==> src/rtl/rr_arbiter4.sv <==
// rr_arbiter4 - four-requester round-robin arbiter for a shared 4:1 datapath mux.
// Picks one requester, drives a one-hot grant and the mux select, and holds
// the grant until the shared resource reports completion. Priority rotates so
// that the requester after the last one served is scanned first.
//
// Optional feature macro: ARB_TIMEOUT_EN (forced release after MAX_HOLD busy cycles).
//
// Ports:
//   clk_i      rising-edge clock
//   rst_i      synchronous active-high reset
//   req_i      request per requester (bit n = requester n)
//   done_i     shared resource finished the current transaction (used only while busy)
//   grant_o    registered one-hot grant, zero when idle
//   sel_o      registered mux select for the granted requester
//   valid_o    transaction active toward the shared resource
//   ack_o      combinational completion strobe, grant_o & {4{done_i}}
//   busy_o     arbiter is in the busy state
//   timeout_o  one-cycle forced-release pulse (constant 0 without ARB_TIMEOUT_EN)
module rr_arbiter4 #(
  parameter int unsigned SEL_INVERT = 0,
  parameter int unsigned MAX_HOLD   = 16
) (
  input  logic       clk_i,
  input  logic       rst_i,
  input  logic [3:0] req_i,
  input  logic       done_i,
  output logic [3:0] grant_o,
  output logic [1:0] sel_o,
  output logic       valid_o,
  output logic [3:0] ack_o,
  output logic       busy_o,
  output logic       timeout_o
);

  if (MAX_HOLD == 0) begin : g_bad_max_hold
    $error("rr_arbiter4: MAX_HOLD must be >= 1");
  end

  typedef enum logic {
    IDLE = 1'b0,
    BUSY = 1'b1
  } state_t;

  state_t     state, state_nxt;
  logic [1:0] ptr, ptr_nxt;
  logic [1:0] idx, idx_nxt;
  logic [3:0] grant_nxt;
  logic [1:0] sel_nxt;
  logic [1:0] pick;
  logic       pick_ok;
  logic       expire;

  // First requester at or after ptr, wrapping modulo 4.
  always_comb begin
    pick    = '0;
    pick_ok = 1'b0;
    for (int unsigned k = 0; k < 4; k++) begin
      if (!pick_ok && req_i[ptr + 2'(k)]) begin
        pick    = ptr + 2'(k);
        pick_ok = 1'b1;
      end
    end
  end

`ifdef ARB_TIMEOUT_EN
  localparam int unsigned CW = $clog2(MAX_HOLD + 1);

  logic [CW-1:0] hold_cnt;
  logic          timeout_q;

  assign expire = (hold_cnt == CW'(MAX_HOLD - 1));

  // Cleared throughout IDLE, so it starts at zero on the first busy cycle.
  always_ff @(posedge clk_i) begin
    if (rst_i) begin
      hold_cnt  <= '0;
      timeout_q <= 1'b0;
    end else begin
      timeout_q <= (state == BUSY) && !done_i && expire;
      if (state == IDLE) begin
        hold_cnt <= '0;
      end else if (!done_i) begin
        hold_cnt <= hold_cnt + CW'(1);
      end
    end
  end

  assign timeout_o = timeout_q;
`else
  assign expire    = 1'b0;
  assign timeout_o = 1'b0;
`endif

  always_comb begin
    state_nxt = state;
    ptr_nxt   = ptr;
    idx_nxt   = idx;
    grant_nxt = grant_o;
    sel_nxt   = sel_o;
    unique case (state)
      IDLE: begin
        if (pick_ok) begin
          state_nxt = BUSY;
          idx_nxt   = pick;
          grant_nxt = 4'b0001 << pick;
          sel_nxt   = (SEL_INVERT != 0) ? 2'd3 - pick : pick;
        end
      end
      BUSY: begin
        // done_i and expiry release identically; only timeout_o differs.
        if (done_i || expire) begin
          state_nxt = IDLE;
          grant_nxt = '0;
          ptr_nxt   = idx + 2'd1;
        end
      end
    endcase
  end

  always_ff @(posedge clk_i) begin
    if (rst_i) begin
      state   <= IDLE;
      ptr     <= '0;
      idx     <= '0;
      grant_o <= '0;
      sel_o   <= '0;
    end else begin
      state   <= state_nxt;
      ptr     <= ptr_nxt;
      idx     <= idx_nxt;
      grant_o <= grant_nxt;
      sel_o   <= sel_nxt;
    end
  end

  assign valid_o = (state == BUSY);
  assign busy_o  = (state == BUSY);
  assign ack_o   = grant_o & {4{done_i}};

endmodule

==> config.mk <==
export PLATFORM = sky130hd
export DESIGN_NAME = rr_arbiter4
export DESIGN_NICKNAME = d
export VERILOG_FILES = /design/src/rtl/rr_arbiter4.sv
export SDC_FILE = /design/constraint.sdc
export NUM_CORES = 1
export LEC_CHECK = 0
export ABC_AREA = 1
export CAP_MARGIN = 25
export CORE_MARGIN = 5
export CORE_UTILIZATION = 35
export DETAILED_ROUTE_END_ITERATION = 16
export GPL_ROUTABILITY_DRIVEN = 1
export PLACE_DENSITY = 0.61
export SKIP_LAST_GASP = 1
export SYNTH_ARGS = -nofsm -noshare
export SYNTH_HDL_FRONTEND = slang
export SYNTH_SLANG_ARGS = --single-unit
==> constraint.sdc <==
create_clock -name clk_i -period 1.3 [get_ports clk_i]
set_clock_uncertainty 0.1 [all_clocks]
set_input_delay 0.39 -clock clk_i [delete_from_list [all_inputs] [get_ports clk_i]]
set_output_delay 0.39 -clock clk_i [all_outputs]
set_load 0.03 [all_outputs]
---- Yosys cells after proc, flatten, opt, wreduce, memory -nomap -nowiden ----
Cells that the tools add are included.
word-level totals
  RAM bits ................................ 0
  memories kept ........................... 0
  bits in latches ......................... 0
  bits in registers ....................... 9
  logic and storage cells ................. 48
  ROM bits ................................ 0
cells by class
  equal/unequal tests ..................... 2
  $mul .................................... 0
  bitwise logic cells ..................... 2
  $add $sub $neg .......................... 4
  div/mod/pow operators ................... 0
  mux-type cells .......................... 22
  shift-type cells ........................ 1
  order comparisons ....................... 4
  reductions and logical operators ........ 9
operators by type and width
  operator                                                                      count
  2-bit by 3-bit less-than comparator with 1-bit output, second input constant  4
  1-bit two-way mux                                                             10
  1-bit binary-select mux with 2-bit select                                     4
  2-bit two-way mux                                                             4
  4-bit two-way mux                                                             2
  4-bit one-hot mux with 2 select lines                                         1
  2-bit AND reduction                                                           3
  2-bit by 1-bit adder with 2-bit output, second input constant                 2
  2-bit adder, second input constant                                            2
  4-bit AND                                                                     1
  2-bit != test, second input constant                                          2
  1-bit by 2-bit << shifter with 4-bit output, first input constant             1
  1-bit logical AND                                                             3
  1-bit logical NOT                                                             3
  1-bit one-hot mux with 2 select lines                                         1
  1-bit inverter                                                                1

---- Logic depth before layout (Yosys ltp) ----
  depth in word-level cells ............... 15
  gate-level depth with buffers ........... 12
  depth with buffers taken out ............ 12

---- Least setup slack after synthesis ----
No wires, ideal clock.
  kind .................................... register -> register
  start ................................... register ptr[0]
  end ..................................... register idx[0]
  data arrival time ....................... 1237 ps
  period minus slack after synthesis ...... 1450 ps
  path buffers ............................ 1
  data required time ...................... 1086 ps
  setup slack ............................. -150 ps
  stages on the path, launching flop included .. 11
  path through ............................ dfxtp_1 > buf_6 > nand2_2 > nand3_2 > nand2_2 > nor2_4 > nand3_2 > nand2_4 > nor2_4 > a21oi_1 > nor2_1
between the ends
  cells in the longest elaborated chain, start to end .. 13
  elaborated cells on any way between the ends .. 26
  classes of those cells .................. add/sub (3); mux (16); reduce/logical (7)
ends and longest elaborated chain
  what                                                                             line  source
  start: declaration                                                               45    logic [1:0] ptr, ptr_nxt;
  start signal: assignment                                                         129   ptr <= ptr_nxt;
  branches (longest 13 deep; another with 2-bit by 1-bit adder with 2-bit output)  -
  end signal: assignment                                                           130   idx <= idx_nxt;
  end: declaration                                                                 46    logic [1:0] idx, idx_nxt;
Parallel ways; which one is timed is not known. The select of a mux whose other input is x is not followed.
A chain may end at the register's enable or synchronous reset.

---- Worst setup path in the final report ----
  start ................................... register ptr[0]
  end ..................................... register grant_o[0]
between the ends
  cells in the longest elaborated chain, start to end .. 15
  elaborated cells on any way between the ends .. 30
  classes of those cells .................. add/sub (3); eq/ne (1); shift (1); mux (18); reduce/logical (7)
ends and longest elaborated chain
  what                                                                             line  source
  branches (longest 15 deep; another with 2-bit by 1-bit adder with 2-bit output)  -
  end signal: assignment                                                           131   grant_o <= grant_nxt;
  end: declaration                                                                 27    output logic [3:0] grant_o,
Parallel ways; which one is timed is not known. The select of a mux whose other input is x is not followed.

==> impl_metrics.csv <==
group,metric,value,unit
route,via_count,800,
cts,root_buffer,"clkbuf_4",
route,drt_iter0_drc,9,
layout,final_nets,156,
worst_setup_path,crit_fanout,10,
worst_setup_path,cp.required,1.35,ns
route,post_drt_wl_per_cell,10.1,µm
cts,clock_sinks,9,
logic_synthesis,synth-seq-cells,9,
worst_setup_path,path_class,"reg2reg",
route,drc,0,
sta,setup_tns,-1.67,ns
layout,multiInputGateArea,546,µm²
placement,gp_congestion,0.824,
cts,cts-htree-levels,1,
layout,syn2layout_area_growth,52.6,%
cts,clk_latency,0.26,ns
power_and_ir_drop,power,1140,µW
grt,grt_pass1_wl,2.92,mm
power_and_ir_drop,powerDensity,1020,nW/µm²
power_and_ir_drop,power.leakage,0.000589,µW
sta,drv_slew,0,
grt,grt_max_degree,11,
floorplanning,die-area,3110,µm²
worst_setup_path,setup.worst_path.start_class,"register",
logic_synthesis,syn_area_per_cell,6.12,µm²
floorplanning,start_util,0.371,
layout,seq_area,193,µm²
route,vias_per_cell,4.57,
power_and_ir_drop,irDropWorstVdd,0.871,mV
floorplanning,fp-row-count,16,
layout,drive_above_1_share,0.500,
sta,setup_ws,-0.252,ns
placement,io_buffers,18,
cts,cts_tree,"built",
route,first_pass_iters,4,
logic_synthesis,synthesis.instances,120,
outcome,violations,"negative setup slack",
outcome,outcome,"complete, but fails checks",
layout,fillers,202,
floorplanning,die_y,55.8,µm
logic_synthesis,synth_ff_type,"dfxtp_1",
worst_setup_path,end_kind,"register",
placement,hpwl,1.39,mm
placement,pre_cts_slack,-0.690,ns
sta,min_period,1.55,ns
logic_synthesis,synth.distinct_cells,19,
worst_hold_path,hp-class,"reg2reg",
floorplanning,fp.dieW,55.8,µm
logic_synthesis,ys_seq_area_frac,0.245,
sta,fmax,644,MHz
layout,num_antenna_cells,0,
worst_setup_path,reg2reg_setup_slack,-0.25,ns
logic_synthesis,async_flop_share,0,
logic_synthesis,netlist_area,734,µm²
cts,clk_path_buf_depth,2,
logic_synthesis,syn-num-nets,127,
logic_synthesis,yosysWarnings,0,
sta,fin_crit_sh,1.19,
sta,rsz0062_at_grt,"yes",
logic_synthesis,synth_edf_count,0,
sta,finalHoldViolCount,0,
grt,antenna_found_initial,0,
grt,grt_pass1_vias,678,
cts,clk_pin_slew,0.06,ns
grt,grt.overflow.total,0,
job,drv_cap,0,
floorplanning,core_area,1980,µm²
route,drtAntennaViolNets,0,
route,wl,1.77,mm
grt,grt_usage,0.113,
worst_setup_path,arrival,1.60,ns
cts,numCtsBuffers,3,
sta,finalSetupViolations,11,
floorplanning,io_pins,20,
[cells in the final DEF, fill, tap and decap left out, types with 2 or more instances in the layout]
master         instances
a21oi_1                6
a21oi_2                2
buf_4                 13
buf_6                  7
clkbuf_4               3
dfxtp_2                7
dlygate4sd2_1          4
inv_1                 13
inv_2                  4
nand2_1               28
nand2_2               16
nand2_4                8
nand3_1               12
nand3_2                2
nor2_1                 3
nor2_2                 2
nor2_4                 3
o21ai_0                2
[cell type report]
type / count / area share
inverters: 18 / 0.0670
well taps: 27 / 0.0301
clock buffers: 3 / 0.0201
clock inverters: 1 / 0.00446
multi-input cells: 90 / 0.487
repair buffers: 27 / 0.220
flip-flops and latches: 9 / 0.172
[sequential cells by signal, summed over array words and instances, names as in the netlist]
name and count:
busy_o 1, grant_o 4, idx 2, ptr 2
[where the power goes]
group	internal (µW)	switching (µW)	leakage [µW]
sequential	313	41.3	0.0000772
clock	113	98.6	0.0000177
combinational	233	340	0.000494
total	659	480	0.000589
[final timing paths]
check | from | end | depth (start not counted)
setup / recovery | ptr[0] | grant_o[0] | 11
hold / removal | idx[0] | ptr[0] | 1
setup reg to reg | ptr[0] | grant_o[0] | 11
hold reg to reg | idx[0] | ptr[0] | 1
[layer usage]
layer | global-route usage | routed length [µm] | vias to the layer above
met3 | 0.0464 | 70 | 2
met5 | 0 | 0 | -
met2 | 0.179 | 852 | 9
met4 | 0.0203 | 10 | 0
met1 | 0.145 | 839 | 361
li1 | - | - | 428
[timing repair]
| item | CTS | global route |
|---|---|---|
| endpoints found under the hold margin | 0 | 0 |
| hold buffers | 0 | 0 |
| buffers inserted | 1 | 0 |
| pin swaps | 11 | 10 |
| endpoints found under the setup margin | 17 | 16 |
| resized for setup | 24 | 20 |
[cells in the mapped netlist, types with 2 or more instances]
master | n | area (µm²)
buf_4 | 2 | 15.0
dfxtp_1 | 9 | 180
inv_1 | 14 | 52.6
nor2_4 | 3 | 33.8
nand3_1 | 13 | 65.1
inv_2 | 4 | 15.0
nand3_2 | 2 | 20.0
nand2_1 | 40 | 150
nand2_2 | 10 | 62.6
o21ai_0 | 2 | 10.0
nand2_4 | 2 | 22.5
a21oi_1 | 8 | 40.0
nor2_1 | 5 | 18.8
[worst max-delay path, cell delays in order, from the launching register on]
cell and delay [ns]:
dfxtp_4 0.44, inv_8 0.07, nand2_4 0.06, nand2_4 0.07
nand2_4 0.08, nand2_2 0.06, nor2_4 0.11, nand3_2 0.11
nand2_4 0.13, inv_2 0.06, nand3_1 0.08, a21oi_1 0.06
[per-stage QoR]
step           instance area [µm²]   util  cells  hold WS (ns)
6_report                      1120  0.566    175         0.384
4_1_cts                       1050  0.532    175         0.367
3_5_place_dp                   987  0.498    170         0.389
2_1_floorplan                  757      -    120         0.359
3_3_place_gp                   987  0.498    170         0.392
5_1_grt                       1120  0.566    175         0.399
[logic make-up (layout without fill, tap and decap cells)]
group                  Yosys count  after routing  synth area share
AND/OR/NAND/NOR                 76             76             0.516
buffers and inverters           21             49             0.128
AO/OA/AOI/OAI                   12             12            0.0937
flip-flops                       9              9             0.245
other                            1              1           0.00511
XOR/XNOR                         1              1            0.0119
(Power assumes the default switching activity.)
